==> src/rtl/threediff_env_responder.sv <==
// Plant-side responder for the 12-in/32-out benchmark controller: turns the
// command vector into a condition vector with a timed "done" handshake on x4.
`timescale 1ns/1ps

module threediff_env_responder #(
    parameter int unsigned DELAY      = 3,
    parameter int unsigned CNT_W      = 8,
    parameter logic [31:0] START_MASK = 32'h0400_0000,
    parameter logic [11:0] LFSR_SEED  = 12'hACE
) (
    input  logic        clk,
    input  logic        rst,
    input  logic [31:0] cmd,
    input  logic        cfg_we,
    input  logic [11:0] cfg_cond,
    input  logic        cfg_rnd,
    output logic [11:0] stat,
    output logic        busy,
    output logic        overrun,
    output logic [15:0] cmd_count
);

    typedef enum logic [1:0] {
        S_IDLE,
        S_BUSY,
        S_DONE
    } state_t;

    localparam logic [CNT_W-1:0] CNT_LOAD    = CNT_W'(DELAY - 1);
    localparam logic [11:0]      STATIC_MASK = 12'hFF7;
    localparam logic [11:0]      DONE_BIT    = 12'h008;

    state_t           r_state;
    state_t           w_state_next;
    logic [CNT_W-1:0] r_cnt;
    logic [CNT_W-1:0] w_cnt_next;
    logic [11:0]      r_cond;
    logic             r_rnd;
    logic [11:0]      r_lfsr;
    logic             r_overrun;
    logic [15:0]      r_cmd_count;
    logic             w_start;
    logic             w_lfsr_fb;
    logic             w_done;

    assign w_start   = |(cmd & START_MASK);
    assign w_lfsr_fb = r_lfsr[11] ^ r_lfsr[5] ^ r_lfsr[3] ^ r_lfsr[0];

    // NOTE: sequential state uses non-blocking assignments so every flop samples pre-edge values.
    always_ff @(posedge clk or posedge rst) begin
        if (rst) begin
            r_state <= S_IDLE;
            r_cnt   <= '0;
        end else begin
            r_state <= w_state_next;
            r_cnt   <= w_cnt_next;
        end
    end

    // NOTE: defaults first so no path through the case leaves a signal unassigned (no latches).
    always_comb begin
        w_state_next = r_state;
        w_cnt_next   = r_cnt;
        unique case (r_state)
            S_IDLE: begin
                if (w_start) begin
                    w_state_next = S_BUSY;
                    w_cnt_next   = CNT_LOAD;
                end
            end
            S_BUSY: begin
                if (r_cnt == '0) begin
                    w_state_next = S_DONE;
                end else begin
                    w_cnt_next = r_cnt - 1'b1;
                end
            end
            S_DONE: begin
                w_state_next = S_IDLE;
            end
            default: begin
                w_state_next = S_IDLE;
            end
        endcase
    end

    // Outputs decode registers only, so reset clears them without a clock edge.
    always_comb begin
        busy   = (r_state == S_BUSY);
        w_done = (r_state == S_DONE);
        stat   = (r_rnd ? (r_lfsr & STATIC_MASK) : r_cond) | (w_done ? DONE_BIT : 12'h000);
    end

    always_ff @(posedge clk or posedge rst) begin
        if (rst) begin
            r_cond <= '0;
            r_rnd  <= 1'b0;
        end else if (cfg_we) begin
            r_cond <= cfg_cond & STATIC_MASK;
            r_rnd  <= cfg_rnd;
        end
    end

    // Free-running regardless of r_rnd so the sequence is fixed relative to reset.
    always_ff @(posedge clk or posedge rst) begin
        if (rst) begin
            r_lfsr <= LFSR_SEED;
        end else begin
            r_lfsr <= {r_lfsr[10:0], w_lfsr_fb};
        end
    end

    always_ff @(posedge clk or posedge rst) begin
        if (rst) begin
            r_overrun   <= 1'b0;
            r_cmd_count <= '0;
        end else begin
            if (w_start && (r_state != S_IDLE)) begin
                r_overrun <= 1'b1;
            end
            if ((cmd != '0) && (r_cmd_count != 16'hFFFF)) begin
                r_cmd_count <= r_cmd_count + 16'd1;
            end
        end
    end

    assign overrun   = r_overrun;
    assign cmd_count = r_cmd_count;

endmodule

==> config.mk <==
export PLATFORM = sky130hd
export DESIGN_NAME = threediff_env_responder
export DESIGN_NICKNAME = d
export VERILOG_FILES = /design/src/rtl/threediff_env_responder.sv
export SDC_FILE = /design/constraint.sdc
export NUM_CORES = 1
export LEC_CHECK = 0
export BUFFER_PORTS_ARGS = -buffer_cell sky130_fd_sc_hd__clkbuf_2
export CORE_MARGIN = 3
export CORE_UTILIZATION = 25
export CTS_BUF_LIST = sky130_fd_sc_hd__clkbuf_8
export DETAILED_ROUTE_END_ITERATION = 10
export PLACE_DENSITY = 0.56
export SLEW_MARGIN = 20
export SYNTH_ARGS = -nofsm -noshare
export SYNTH_HDL_FRONTEND = slang
export SYNTH_SLANG_ARGS = --single-unit
==> constraint.sdc <==
create_clock -name clk -period 4.6 [get_ports clk]
set_clock_uncertainty 0.1 [all_clocks]
set_input_delay 0.92 -clock clk [delete_from_list [all_inputs] [get_ports clk]]
set_output_delay 0.92 -clock clk [all_outputs]
set_load 0.05 [all_outputs]
* After elaboration in Yosys (flattened, before gate mapping) *
Cells that the tools add are included.

storage, ports and cells
  bits of input ports = 48
  flip-flop bits (word level) = 51

operators by class
  eq/ne operators = 6
  reduce and logical (&&, ||, !) cells = 9
  bitwise logic cells = 4
  add/subtract/negate cells = 2
  muxes and demuxes = 8

operators by type and width
  operator                                                             number
  32-bit nonzero test                                                  1
  16-bit by 1-bit adder with 16-bit output (second input constant)     1
  8-bit two-way mux                                                    2
  16-bit != test (second input constant)                               1
  8-bit one-hot mux with 2 select lines                                1
  12-bit two-way mux                                                   1
  12-bit by 4-bit bitwise OR with 12-bit output                        1
  8-bit logical NOT                                                    1
  8-bit by 1-bit subtractor with 8-bit output (second input constant)  1
  2-bit two-way mux                                                    2
  4-bit two-way mux                                                    1
  2-bit != test (second input constant)                                2
  2-bit one-hot mux with 2 select lines                                1
  2-bit nonzero test                                                   2
  3-bit AND reduction                                                  1
  1-bit XOR                                                            3
  2-bit by 1-bit == test with 1-bit output (second input constant)     1
  2-bit == test (second input constant)                                1
  1-bit logical AND                                                    2
  2-bit logical NOT                                                    1
  2-bit by 1-bit != test with 1-bit output (second input constant)     1
  2-bit AND reduction                                                  1

* Logic depth before layout (Yosys ltp) *
  depth in word-level cells = 3
  gate-level depth with buffers = 7
  depth with buffers taken out = 7

* Least setup slack after synthesis *
No wires, ideal clock.

  path type = register -> output
  start point = register r_rnd
  end point = output port stat[10]
  cell stages (with the launch flop) = 3
  slack = 2.401 ns
  path buffers = 1
  data required time = 3.580 ns
  arrival time = 1.179 ns
  path through = dfrtp_1 buf_1 mux2_2

between the ends
  longest elaborated chain between the ends = 2

ends and longest elaborated chain
  what                                           line  text
  start, declared                                38    logic r_rnd;
  start signal, assigned                         100   r_rnd <= cfg_rnd;
  12-bit two-way mux                             91    stat = (r_rnd ? (r_lfsr & STATIC_MASK) : r_cond) | (w_done ? DONE_BIT : 12'h000);
  12-bit by 4-bit bitwise OR with 12-bit output  91
  end, declared                                  17    output logic [11:0] stat,

Every way passes these cells.

* Worst setup path in the final report *
Same ends and word-level chain as after synthesis.

==> results.json <==
{
  "final_common_cell": "clkbuf_2",
  "relSlewSlack_pct": 35.8,
  "path_buf_inv": 1,
  "synth.area.mux_share_pct": 12.2,
  "ios": 78,
  "switching_share_pct": 31.7,
  "synth_top_family_by_area": "simple AND/OR/NAND/NOR gates",
  "postRouteWirelength_um": 4700,
  "cp_num_cells": 2,
  "synth-simple-area-share_pct": 16.6,
  "syn_avg_cell_area_um2": 12.3,
  "p_seq_share_pct": 48.7,
  "rsz0062_at_grt": "no",
  "hpwl_um": 3470,
  "power_frac_clock_pct": 27.0,
  "cts_made_buffers": 5,
  "core_area_um2": 8810,
  "layout_common_cells": "clkbuf_2, dfrtp_1, mux2_2",
  "cp.arrival_ns": 1.61,
  "num_rows": 34,
  "wl_per_cell_um": 12.6,
  "cts.repair.resized": 0,
  "max_cap_viol_count": 0,
  "r2r_cells": 5,
  "fin_ws_ns": 1.97,
  "p_int_uw": 763,
  "timing.rr.start": "cmd_count[0]",
  "netlist_area_um2": 2290,
  "yosys.cell_types.count": 30,
  "synth-compound-area-share_pct": 2.35,
  "fill_cells": 905,
  "postCtsHoldBufs": 0,
  "h-tree-depth": 2,
  "cpMaxStageDelayCell": "dfrtp_1",
  "antenna_found_initial": 0,
  "cp_max_fo": 12,
  "grt_overflow": 0,
  "first_pass_iters": 4,
  "pwr-share-comb_pct": 24.3,
  "hold_start": "r_lfsr[6]",
  "crit_path_end_kind": "output port",
  "switching_power_uw": 354,
  "holdPathStages": 0,
  "num_antenna_cells": 0,
  "power_density_nw_per_um2": 388,
  "die_h_um": 102,
  "synthXorXnorAreaFrac_pct": 8.40,
  "viasPerCell": 4.48,
  "status": "finished, final reports clean",
  "tritoncts": "done",
  "fin_tns_setup_ns": 0,
  "period_needed_ns": 2.63,
  "portBuffers": 76,
  "cp.required_ns": 3.58,
  "synth_seq_cells": 51,
  "die_area_um2": 10400,
  "startpoint_type": "flip-flop",
  "hold_path.class": "reg -> reg",
  "cts.clk_slew.worst_paths_ns": 0.09,
  "clockBufferDepth": 2,
  "rrSetupSlack_ns": 2.56,
  "drc_errors": 0,
  "tightest_slew_ns": 0.962,
  "peakVddDrop_mv": 0.148,
  "cp_slowest_stage_delay_ns": 0.67,
  "place_worst_setup_slack_ns": 2.10,
  "grtUsageTotal_pct": 9.21,
  "syn_inst": 187,
  "post-cts-setup-buffers": 0,
  "ys_seq_area_share_pct": 56.0,
  "cp_cell_sequence": "mux2_2, clkbuf_2",
  "critPathKind": "reg -> out",
  "max_freq_ghz": 0.380,
  "ant_nets": 0,
  "grt_max_degree": 52,
  "syn-num-nets": 238,
  "leakage_nw": 1.34,
  "first_iter_violations": 13,
  "vias": 1674,
  "min_to": "r_lfsr[7]",
  "report.final.hold_viol_count": 0,
  "gp_congestion": 0.776,
  "clkSinkCount": 51,
  "synth_fa_ha_area_share_pct": 1.64,
  "dieWidth_um": 102,
  "finalMaxSlewViolations": 0,
  "synth_area_leader_cell": "dfrtp_1",
  "grt_pass1_vias": 1656,
  "yosysTopAreaCellShare_pct": 48.0,
  "yosysWarnings": 0,
  "initial_utilization_pct": 26.0,
  "drive_gt1_share_pct": 45.5,
  "setup_viol": 0,
  "critical_path.startpoint": "r_rnd",
  "finalCritPeriodShare_pct": 57.2,
  "cp_top_family": "flip-flops",
  "area_delta_synth_final_pct": 25.5,
  "cts_root_buf": "clkbuf_8",
  "synthTopCellsByArea": "dfrtp_1, mux2_2, dfstp_2, xnor2_1, nor4_1",
  "grt_pass1_wl_um": 7530,
  "fin_nets": 316,
  "reg2reg_to": "cmd_count[1]",
  "insertion_delay_ns": 0.30
}
-- per-layer routing --
| layer | vias up | GRT usage, % | routed length, µm |
|---|---|---|---|
| met3 | 4 | 2.75 | 375 |
| met5 | - | 0 | 0 |
| met4 | 0 | 2.15 | 25 |
| li1 | 814 | - | - |
| met1 | 789 | 11.6 | 2130 |
| met2 | 67 | 15.6 | 2170 |
-- kinds of logic (layout without fill, tap and decap cells) --
kind of cell,count (synthesis),count (layout)
AO/OA/AOI/OAI,7,7
XOR/XNOR,22,22
adder cells (fa/ha/maj),3,3
buffers and inverters,12,91
flip-flops,51,51
multiplexers,25,25
AND/OR/NAND/NOR,67,67
-- cell type report --
class / count / area [µm²] / area share, %
well taps: 108 / 135 / 4.69
multi-input cells: 124 / 945 / 32.8
clock inverters: 3 / 37.5 / 1.30
inverters: 7 / 27.5 / 0.956
repair buffers: 76 / 380 / 13.2
flip-flops and latches: 51 / 1280 / 44.6
clock buffers: 5 / 68.8 / 2.39
-- worst max path at each step --
stage,end,slack [ns]
floorplan,cmd_count[0],2.36
global placement,cmd_count[1],2.16
detailed placement,cmd_count[1],2.10
CTS,stat[0],1.94
global route,stat[11],1.86
finish,stat[10],1.97
-- worst register-to-register path, cell delays in order, from the launching register on --
cell     delay [ns]
dfrtp_1        0.43
ha_1           0.25
and3_4         0.18
and3_4         0.19
a31oi_4        0.41
mux2_2         0.39
-- synth_stat cells --
library cell	instances
dfrtp_1	44
mux2_2	24
xnor2_1	18
nor2_1	14
nor4_1	11
nand4_1	9
nand2_1	8
nand3_1	8
dfstp_2	7
inv_1	7
o21ai_0	4
xor2_1	4
and3_2	3
ha_1	3
nor3_1	3
and3_1	2
and3_4	2
buf_1	2
buf_6	2
nor3b_1	2
a21oi_1	1
a31oi_4	1
and2b_1	1
and4_1	1
buf_4	1
mux2i_1	1
nand2b_1	1
nor2b_1	1
nor3_4	1
o31ai_1	1
-- metrics by stage --
| stage | utilization [%] | instances | area [µm²] | power, mW | hold slack [ns] |
|---|---|---|---|---|---|
| 2_1_floorplan | - | 187 | 2290 | 0.755 | 0.249 |
| 3_3_place_gp | 31.5 | 366 | 2770 | 0.822 | 0.258 |
| 3_5_place_dp | 31.5 | 366 | 2770 | 0.828 | 0.259 |
| 4_1_cts | 32.7 | 374 | 2880 | 1.14 | 0.274 |
| 5_1_grt | 32.7 | 374 | 2880 | 1.20 | 0.283 |
| 6_report | 32.7 | 374 | 2880 | 1.12 | 0.273 |
-- registers in the layout, indices dropped and copies added (netlist names) --
signal and cells:
r_lfsr 12, r_state 2, r_rnd 1, r_cnt 8, overrun 1, cmd_count 16, r_cond 11
-- power groups by stage --
stage               registers [mW]  logic (mW)  clock network [mW]
floorplan                    0.539       0.216                   0
global placement             0.551       0.271                   0
detailed placement           0.553       0.276                   0
CTS                          0.544       0.278               0.315
global route                 0.554       0.310               0.335
finish                       0.544       0.271               0.302
No activity file was read; power rests on OpenSTA's default activity.
